[src/rtl/uart_full.sv]
// Full-duplex 8N1 UART: independent transmitter and receiver sharing one clock.
// The receiver oversamples nothing; it times mid-bit samples from the start edge.
module uart_full #(
  parameter int CLK_FREQ  = 50000000,
  parameter int BAUD_RATE = 9600
) (
  input  logic       clk,
  input  logic       rst,
  input  logic       tx_start,
  input  logic [7:0] tx_data,
  output logic       tx,
  output logic       tx_busy,
  input  logic       rx,
  output logic [7:0] rx_data,
  output logic       rx_done
);

  localparam logic [31:0] CLKS_PER_BIT = 32'(CLK_FREQ / BAUD_RATE);
  localparam logic [31:0] BIT_LAST     = CLKS_PER_BIT - 32'd1;
  localparam logic [31:0] HALF_LAST    = (CLKS_PER_BIT >> 1) - 32'd1;

  localparam logic [1:0] TX_IDLE  = 2'd0;
  localparam logic [1:0] TX_START = 2'd1;
  localparam logic [1:0] TX_DATA  = 2'd2;
  localparam logic [1:0] TX_STOP  = 2'd3;

  localparam logic [2:0] RX_IDLE  = 3'd0;
  localparam logic [2:0] RX_START = 3'd1;
  localparam logic [2:0] RX_DATA  = 3'd2;
  localparam logic [2:0] RX_STOP  = 3'd3;
  localparam logic [2:0] RX_DONE  = 3'd4;

  logic [1:0]  tx_state_r;
  logic [31:0] tx_cnt_r;
  logic [2:0]  tx_bit_r;
  logic [7:0]  tx_shift_r;

  logic        rx_meta_r;
  logic        rx_sync_r;
  logic [2:0]  rx_state_r;
  logic [31:0] rx_cnt_r;
  logic [2:0]  rx_bit_r;
  logic [7:0]  rx_shift_r;
  logic        rx_good_r;
  logic        rx_armed_r;

  // Transmit FSM: shifts the latched byte out LSB first between start and stop bits.
  always_ff @(posedge clk or posedge rst) begin
    if (rst) begin
      tx_state_r <= TX_IDLE;
      tx_cnt_r   <= 32'd0;
      tx_bit_r   <= 3'd0;
      tx_shift_r <= 8'h00;
      tx         <= 1'b1;
      tx_busy    <= 1'b0;
    end else begin
      case (tx_state_r)
        TX_IDLE: begin
          tx_cnt_r <= 32'd0;
          tx_bit_r <= 3'd0;
          if (tx_start) begin
            tx_shift_r <= tx_data;
            tx         <= 1'b0;
            tx_busy    <= 1'b1;
            tx_state_r <= TX_START;
          end else begin
            tx      <= 1'b1;
            tx_busy <= 1'b0;
          end
        end
        TX_START: begin
          if (tx_cnt_r == BIT_LAST) begin
            tx_cnt_r   <= 32'd0;
            tx         <= tx_shift_r[0];
            tx_shift_r <= {1'b0, tx_shift_r[7:1]};
            tx_state_r <= TX_DATA;
          end else begin
            tx_cnt_r <= tx_cnt_r + 32'd1;
          end
        end
        TX_DATA: begin
          if (tx_cnt_r == BIT_LAST) begin
            tx_cnt_r <= 32'd0;
            if (tx_bit_r == 3'd7) begin
              tx         <= 1'b1;
              tx_state_r <= TX_STOP;
            end else begin
              tx         <= tx_shift_r[0];
              tx_shift_r <= {1'b0, tx_shift_r[7:1]};
              tx_bit_r   <= tx_bit_r + 3'd1;
            end
          end else begin
            tx_cnt_r <= tx_cnt_r + 32'd1;
          end
        end
        TX_STOP: begin
          if (tx_cnt_r == BIT_LAST) begin
            tx_cnt_r   <= 32'd0;
            tx         <= 1'b1;
            tx_busy    <= 1'b0;
            tx_state_r <= TX_IDLE;
          end else begin
            tx_cnt_r <= tx_cnt_r + 32'd1;
          end
        end
        default: begin
          tx_state_r <= TX_IDLE;
          tx_cnt_r   <= 32'd0;
          tx         <= 1'b1;
          tx_busy    <= 1'b0;
        end
      endcase
    end
  end

  // Two-flop synchronizer for the asynchronous rx line.
  always_ff @(posedge clk or posedge rst) begin
    if (rst) begin
      rx_meta_r <= 1'b1;
      rx_sync_r <= 1'b1;
    end else begin
      rx_meta_r <= rx;
      rx_sync_r <= rx_meta_r;
    end
  end

  // Receive FSM: rx_done fires only after the stop bit has fully elapsed, and
  // a framing error disarms start detection until the line returns high.
  always_ff @(posedge clk or posedge rst) begin
    if (rst) begin
      rx_state_r <= RX_IDLE;
      rx_cnt_r   <= 32'd0;
      rx_bit_r   <= 3'd0;
      rx_shift_r <= 8'h00;
      rx_good_r  <= 1'b0;
      rx_armed_r <= 1'b1;
      rx_data    <= 8'h00;
      rx_done    <= 1'b0;
    end else begin
      rx_done <= 1'b0;
      case (rx_state_r)
        RX_IDLE: begin
          rx_cnt_r <= 32'd0;
          rx_bit_r <= 3'd0;
          if (!rx_armed_r) begin
            rx_armed_r <= rx_sync_r;
          end else if (!rx_sync_r) begin
            rx_state_r <= RX_START;
          end else begin
            rx_state_r <= RX_IDLE;
          end
        end
        RX_START: begin
          if (rx_cnt_r == HALF_LAST) begin
            rx_cnt_r   <= 32'd0;
            rx_state_r <= rx_sync_r ? RX_IDLE : RX_DATA;
          end else begin
            rx_cnt_r <= rx_cnt_r + 32'd1;
          end
        end
        RX_DATA: begin
          if (rx_cnt_r == BIT_LAST) begin
            rx_cnt_r   <= 32'd0;
            rx_shift_r <= {rx_sync_r, rx_shift_r[7:1]};
            if (rx_bit_r == 3'd7) begin
              rx_state_r <= RX_STOP;
            end else begin
              rx_bit_r <= rx_bit_r + 3'd1;
            end
          end else begin
            rx_cnt_r <= rx_cnt_r + 32'd1;
          end
        end
        RX_STOP: begin
          if (rx_cnt_r == BIT_LAST) begin
            rx_cnt_r   <= 32'd0;
            rx_state_r <= RX_DONE;
            if (rx_sync_r) begin
              rx_data   <= rx_shift_r;
              rx_good_r <= 1'b1;
            end else begin
              rx_good_r  <= 1'b0;
              rx_armed_r <= 1'b0;
            end
          end else begin
            rx_cnt_r <= rx_cnt_r + 32'd1;
          end
        end
        RX_DONE: begin
          if (rx_cnt_r == HALF_LAST) begin
            rx_cnt_r   <= 32'd0;
            rx_done    <= rx_good_r;
            rx_state_r <= RX_IDLE;
          end else begin
            rx_cnt_r <= rx_cnt_r + 32'd1;
          end
        end
        default: begin
          rx_state_r <= RX_IDLE;
          rx_cnt_r   <= 32'd0;
        end
      endcase
    end
  end

endmodule

[config.mk]
export PLATFORM = sky130hd
export DESIGN_NAME = uart_full
export DESIGN_NICKNAME = d
export VERILOG_FILES = /design/src/rtl/uart_full.sv
export SDC_FILE = /design/constraint.sdc
export NUM_CORES = 1
export LEC_CHECK = 0
export ABC_AREA = 1
export BUFFER_PORTS_ARGS = -buffer_cell sky130_fd_sc_hd__buf_2
export CORE_MARGIN = 2
export CORE_UTILIZATION = 67
export CTS_CLUSTER_DIAMETER = 100
export DETAILED_ROUTE_END_ITERATION = 12
export GPL_ROUTABILITY_DRIVEN = 1
export PLACE_DENSITY = 0.95
export REMOVE_ABC_BUFFERS = 1
export SLEW_MARGIN = 20
export SYNTH_ARGS = -nofsm -noshare
export SYNTH_HDL_FRONTEND = slang
export SYNTH_SLANG_ARGS = --single-unit
[constraint.sdc]
create_clock -name clk -period 9.1 [get_ports clk]
set_input_delay 1.82 -clock clk [delete_from_list [all_inputs] [get_ports clk]]
set_output_delay 1.82 -clock clk [all_outputs]
set_load 0.1 [all_outputs]
---- Word level (Yosys, flattened, before mapping) ----
Index checks and enable logic that the tools add are counted.
operators by class
  $add $sub $neg .......................... 4
  equal/unequal tests ..................... 26
  muxes and demuxes ....................... 47
  reductions and logical operators ........ 21
operator list
  operator                                                            count
  32-bit case mux with 2 select lines                                 2
  32-bit two-way mux                                                  3
  32-bit by 1-bit adder with 32-bit output (second input constant)    2
  32-bit by 13-bit == test with 1-bit output (second input constant)  2
  32-bit by 12-bit == test with 1-bit output (second input constant)  1
  8-bit two-way mux                                                   4
  3-bit two-way mux                                                   10
  2-bit inequality test (second input constant)                       14
  8-bit case mux with 3 select lines                                  1
  3-bit case mux with 5 select lines                                  1
  3-bit AND reduction                                                 5
  1-bit two-way mux                                                   14
  2-bit two-way mux                                                   6
  3-bit case mux with 2 select lines                                  2
  5-bit AND reduction                                                 2
  3-bit == test (second input constant)                               3
  2-bit case mux with 4 select lines                                  1
  2-bit nonzero test                                                  4
  3-bit by 1-bit adder with 3-bit output (second input constant)      2
  3-bit by 2-bit == test with 1-bit output (second input constant)    2
  2-bit AND reduction                                                 3
  6-bit AND reduction                                                 1
  2-bit == test (second input constant)                               2
  1-bit case mux with 2 select lines                                  2
  other kinds (8)                                                     9
storage, ports and cells
  register bits ........................... 106
  input port bits ......................... 12
  output and inout bits ................... 11
  word-level logic and storage cells ...... 114

---- Depth between registers and ports, before layout ----
Gate-level depths: netlist of the first run.
  depth in word-level cells ............... 4
  mapped depth ............................ 11
  mapped depth without buffers ............ 10

---- Worst setup path after synthesis of the first run ----
Ideal clock, no wire load.
  kind .................................... register to output
  start point ............................. register tx_busy
  end point ............................... output tx_busy
  arrival time ............................ 898 ps
  path slack .............................. 6,382 ps
  stages on the path, launching flop included .. 1
  path buffers ............................ 0
  path through ............................ dfrtp_1
RTL lines
  element                   RTL line  text
  start: declaration        12        output logic tx_busy,
  start signal: assignment  55        tx_busy <= 1'b0;
  start signal: assignment  64        tx_busy <= 1'b1;
  start signal: assignment  68        tx_busy <= 1'b0;
No word-level cell between the ends.

---- Final worst setup path of the first run ----
  start point ............................. register tx
  end point ............................... output tx
RTL lines
  element                   RTL line  text
  start: declaration        11        output logic tx,
  start signal: assignment  74        tx <= tx_shift_r[0];
  start signal: assignment  88        tx <= tx_shift_r[0];
No word-level cell between the ends.

==> metrics, run 1 <==
status=finished clean; Core ar.=9110 um2; Yosys reg bits=106; clk sinks=106; first-pass GRT wire length=23,500 um; WL/cell=14.2 um; nets=885; Fmax=317 MHz; final number of max-transition violations=0; H-tree level count=3; endpoints failing hold=0; router iterations before antenna repair=7; IO Pins=23; required time worst endpoint=7280 ps; setup violators final=0; placed inst area=6340 um2; clock buffer count from CTS=9; HPWL Detailed=10,100 um; DIE WIDTH=100 um; Pint=744 uW; vias in the first global route=5,255; area share of the largest cell type after synthesis=0.413; CTS root buf=clkbuf_8; initial antenna violation count=0; vias per inst=5.69; Reg clk slew, reported paths=100 ps; Post-CTS Resized=0; Tightest Pin Transition=878 ps; CP Class=reg2out; sequential share of the synthesized area=0.430; starting density of the core=0.679; die area=10,000 um2; routability congestion estimate=1.00; Tmin final=3150 ps; vias=5,569; Post-CTS Hold Fix Bufs=0; Critical Path Start Type=register; # diodes=0; Post-Syn Area=6180 um2; worst-path fanout max=2; Final Skew=11.0 ps; EDFF count, synth=0; Cell variety after synth=39; Post-CTS Setup Repair Bufs=0; Residual DRC=0; YS warnings=0; predominant post-synthesis flop cell=dfrtp_1; slowest CP cell=dfstp_2; post-synthesis cell count=844; Psw=510 uW; Comb pwr share=0.339; endpoint class of the critical path=output port; largest net degree at the start of global routing=72; post-route ant nets=0; Seq pwr share=0.439; IO Port Bufs=22; num rows=35; crit-path max cell delay=540 ps; Pwr per Cell Area=192 nW/um2; final wirelength=13,900 um; Total GRT Usage=0.295; CTS max path bufs=2; delay-heaviest family, CP=flip-flops; worst hold path class=reg2reg; Remaining Overflow, GRT=0; WP buf/inv=1; period utilisation layout=0.346; crit path DAT=1330 ps; fin worst setup slack=5950 ps; ranking of synthesized cells by area=dfrtp_1 41%, nand2_1 15%, nor2_1 8.9%; Post-synth ARST share=1.00; setup TNS=0 ps; cell area after layout=6530 um2; Avg Synthesized Cell Area=7.33 um2; Clk pwr share=0.222; VDD IR max=187 uV; Placement Setup Slack=5980 ps; DRT iter0 DRCs=394; Worst slew margin=0.414; cell taking the most area after synthesis=dfrtp_1; CTS tree=done; worst skew pair latency=380 ps; Sw Ratio=0.407; layout cells sized above 1=0.103; LEAKAGE=3.08 nW; die height=100 um; max-cap violation count=0; RSZ-0062 raised after global routing=no; synthesis-to-finish area growth=5.56%; CP Cell Sequence=buf_2
## placed cells by master (no fill, tap or decap), drive strengths merged
master and instances:
nor3 28, o31ai 1, a21boi 2, o22ai 1, nor2b 1, ha 11, nor2 158, dfrtp 102
nand3b 1, dfstp 4, xor2 31, a21oi 30, o21ai 21, a22oi 1, nand4 26, xnor2 3
mux2i 7, inv 102, o21a 2, a221oi 1, buf 23, a211oi 3, nor3b 4, clkinv 3
nand2 253, nor4 1, clkbuf 11, nand3 36
## cells in the mapped netlist (all sizes together), types with 2 or more instances
master    n
o21ai    21
a21oi    30
inv      99
xnor2     3
dfstp     4
nor3b     4
buf      10
nand4    26
mux2i     7
o21a      2
nor2    158
dfrtp   102
a211oi    3
a21boi    2
nand2   253
xor2     31
nand3    36
ha       11
nor3     28
clkbuf    6
## state kept, by name (all words and copies together) (netlist names), 3 cells and up
signal,flops
rx_cnt_r,32
tx_cnt_r,32
rx_data,8
rx_shift_r,8
tx_shift_r,8
rx_bit_r,3
rx_state_r,3
tx_bit_r,3
## layout make-up
type                       count  area (um2)
tap                          111         139
multi-input combinational    622        3050
clock buffer                  11         141
sequential                   106        2660
inverter                     100         378
timing repair buffer          23         118
clock inverter                 5        42.5
fill                         667        2580
## through the flow
stage	hold slack [ps]	instances	util	power, mW
after floorplan	345	828	-	0.880
after global placement	346	962	0.696	0.959
after detailed placement	348	962	0.696	0.980
after CTS	363	978	0.717	1.25
after global routing	365	978	0.717	1.32
final	362	978	0.717	1.25
## kinds of logic (layout without fill, tap and decap cells)
| group | after synthesis | count (layout) | share of synthesized area |
|---|---|---|---|
| buf+inv | 116 | 139 | 0.0767 |
| simple gates | 508 | 508 | 0.351 |
| fa+ha+maj | 11 | 11 | 0.0223 |
| mux | 7 | 7 | 0.0113 |
| flops | 106 | 106 | 0.430 |
| xor+xnor | 34 | 34 | 0.0482 |
| compound gates | 62 | 62 | 0.0607 |
## metal layers
| layer | up-vias | routed length [um] | part of all wire | GRT usage |
|---|---|---|---|---|
| li1 | 2694 | - | - | - |
| met2 | 232 | 6690 | 0.48 | 0.502 |
| met5 | - | 0 | 0 | 0 |
| met4 | 0 | 578 | 0.042 | 0.126 |
| met3 | 69 | 910 | 0.066 | 0.0571 |
| met1 | 2574 | 5710 | 0.41 | 0.371 |
## power groups by stage
stage | Combinational, mW | Clock (mW) | Sequential, mW
2_1_floorplan | 0.299 | 0 | 0.581
3_3_place_gp | 0.403 | 0 | 0.556
3_5_place_dp | 0.422 | 0 | 0.558
4_1_cts | 0.423 | 0.281 | 0.549
5_1_grt | 0.467 | 0.297 | 0.555
6_report | 0.425 | 0.279 | 0.550
## final timing paths
path | startpoint | endpoint | slack (ps) | depth (start not counted)
min | rx_meta_r | rx_sync_r | 360 | 0
max reg2reg | rx_cnt_r[20] | rx_data[4] | 7040 | 10
max | tx | tx | 5950 | 1
min in group asynchronous | rst | rx_data[5] | 1440 | 2
max in group asynchronous | rst | tx_cnt_r[26] | 6450 | 3
min reg2reg | rx_meta_r | rx_sync_r | 360 | 0
No activity file was read; power rests on OpenSTA's default activity.
==> run 2, diff against run 1 <==
--- a/config.mk
+++ b/config.mk
@@ -5,14 +5,14 @@
 export SDC_FILE = /design/constraint.sdc
 export NUM_CORES = 1
 export LEC_CHECK = 0
-export ABC_AREA = 1
+export ABC_AREA = 0
 export BUFFER_PORTS_ARGS = -buffer_cell sky130_fd_sc_hd__buf_2
 export CORE_MARGIN = 2
-export CORE_UTILIZATION = 67
+export CORE_UTILIZATION = 56
 export CTS_CLUSTER_DIAMETER = 100
 export DETAILED_ROUTE_END_ITERATION = 12
 export GPL_ROUTABILITY_DRIVEN = 1
-export PLACE_DENSITY = 0.95
+export PLACE_DENSITY = 0.86
 export REMOVE_ABC_BUFFERS = 1
 export SLEW_MARGIN = 20
 export SYNTH_ARGS = -nofsm -noshare
==> constraint.sdc (replaced) <==
create_clock -name clk -period 2.8 [get_ports clk]
set_input_delay 0.56 -clock clk [delete_from_list [all_inputs] [get_ports clk]]
set_output_delay 0.56 -clock clk [all_outputs]
set_load 0.1 [all_outputs]
==> metrics, run 2 <==
status=finished clean; crit path DAT=2870 ps; Post-synth ARST share=1.00; endpoint class of the critical path=register; commonest non-fill, non-tap cell in the layout=dfrtp_1; HPWL Detailed=6830 um; placed inst area=5560 um2; post-route ant nets=0; delay-heaviest family, CP=simple AND/OR/NAND/NOR gates; Total GRT Usage=0.214; CTS max path bufs=2; CTS root buf=clkbuf_8; cell area after layout=5770 um2; Placement Setup Slack=273 ps; final wirelength=10,200 um; worst-path fanout max=9; Tightest Pin Transition=693 ps; largest net degree at the start of global routing=65; LEAKAGE=2.69 nW; WL/cell=15.3 um; Avg Synthesized Cell Area=10.5 um2; max-cap violation count=0; nets=551; layout cells sized above 1=0.173; VDD IR max=503 uV; Core ar.=9240 um2; endpoints failing hold=0; IO Pins=23; worst skew pair latency=390 ps; CP Class=reg2reg; router iterations before antenna repair=4; first-pass GRT wire length=17,400 um; CTS tree=done; DIE WIDTH=102 um; vias per inst=5.80; cell taking the most area after synthesis=dfrtp_1; DRT iter0 DRCs=259; Post-CTS Resized=0; period utilisation layout=0.928; required time worst endpoint=3070 ps; fin worst setup slack=202 ps; Worst slew margin=0.536; predominant post-synthesis flop cell=dfrtp_1; sequential share of the synthesized area=0.499; YS warnings=0; most common cell in the netlist=dfrtp_1; final number of max-transition violations=0; # diodes=0; Non-Filler Instances=662; Tmin final=2600 ps; slowest CP cell=and4_1; setup violators final=0; dpl cells=646; routability congestion estimate=0.886; Setup crit start=rx_cnt_r[25]; area share of the largest cell type after synthesis=0.479; synthesis-to-finish area growth=8.29%; Final Skew=8.53 ps; num rows=35; die area=10,300 um2; Post-Syn Area=5330 um2; die height=102 um; clock buffer count from CTS=9; WP buf/inv=0; setup TNS=0 ps; vias=3,840; Residual DRC=0; H-tree level count=3; Fmax=385 MHz; Yosys reg bits=106; post-synthesis cell count=509; Post-synth top cells=102 x dfrtp_1, 82 x nor2_1, 44 x xor2_1; Reg-to-Reg Start=rx_cnt_r[25]; vias in the first global route=3,773; crit-path max cell delay=530 ps; hold slack=211 ps; starting density of the core=0.577; IO Port Bufs=22; Post-CTS Setup Repair Bufs=0; CP Cell Sequence=nor4_1 -> nand4_1 -> nor3_1 -> and4_1 -> mux2_2; worst hold path class=in2async; ranking of synthesized cells by area=dfrtp_1 48%, xor2_1 7.2%, mux2_2 6.8%; Cell variety after synth=55; most frequent cells in the layout=102 x dfrtp_1, 82 x nor2_1, 44 x xor2_1, 34 x nand3_1, 32 x mux2_2; initial antenna violation count=0; Critical Path Start Type=register; RSZ-0062 raised after global routing=no; Top Registers=rx_cnt_r: 32 flops, tx_cnt_r: 32 flops; Post-CTS Hold Fix Bufs=0; Remaining Overflow, GRT=0; Reg clk slew, reported paths=100 ps; EDFF count, synth=0; Pwr per Cell Area=687 nW/um2; clk sinks=106
-- run 2: cell count changes in the layout (fill, tap and decap cells not counted), sizes merged, moves of 13 or more --
cell,before,now
a21oi,30,5
and3,0,17
inv,102,17
mux2,0,33
nand2,253,19
nor2,158,82
nor3,28,14
o21ai,21,7
xnor2,3,16
xor2,31,44
-- run 2: cell type report --
| cell class | count | area [um2] |
|---|---|---|
| fillers | 706 | 3470 |
| well taps | 129 | 161 |
| repair buffers | 30 | 183 |
| clock buffers | 9 | 124 |
| multi-input cells | 368 | 2510 |
| clock inverters | 7 | 83.8 |
| flip-flops and latches | 106 | 2660 |
| inverters | 13 | 51.3 |
-- run 2: cell families (layout without fill, tap and decap cells) --
| logic type | count (synthesis) | after routing | share of synthesized area |
|---|---|---|---|
| fa+ha+maj | 11 | 11 | 0.0258 |
| mux | 35 | 35 | 0.0735 |
| simple gates | 229 | 229 | 0.226 |
| compound gates | 33 | 33 | 0.0467 |
| xor+xnor | 60 | 60 | 0.0986 |
| flops | 106 | 106 | 0.499 |
| buf+inv | 35 | 59 | 0.0303 |
-- run 2: report_power, final --
group	internal (mW)	leakage (nW)	switching, mW
logic	0.492	1.17	0.619
registers	1.71	1.42	0.156
clock network	0.430	0.103	0.556
-- run 2: worst paths after layout --
kind                                       to  cells past startpoint  slack (ps)
worst min-delay path            tx_shift_r[7]                      2         210
worst min register to register      rx_sync_r                      0         360
max in group asynchronous          rx_armed_r                      3        1830
worst max register to register     rx_data[6]                      5         200
worst max-delay path               rx_data[6]                      5         200
min in group clk                    rx_meta_r                      1         260
-- run 2: routing by layer --
metal / up-vias / GRT usage / part of all wire / wire, um
li1: 1843 / - / - / -
met1: 1905 / 0.273 / 0.43 / 4330
met2: 74 / 0.359 / 0.52 / 5270
met3: 18 / 0.0538 / 0.039 / 401
met4: 0 / 0.0717 / 0.015 / 152
met5: - / 0 / 0 / 0
-- run 2: per-stage QoR --
| step | total power, mW | util |
|---|---|---|
| 5_1_grt | 4.18 | 0.625 |
| 3_5_place_dp | 3.01 | 0.602 |
| 4_1_cts | 3.99 | 0.625 |
| 2_1_floorplan | 2.77 | - |
| 3_3_place_gp | 2.95 | 0.602 |
| 6_report | 3.97 | 0.625 |
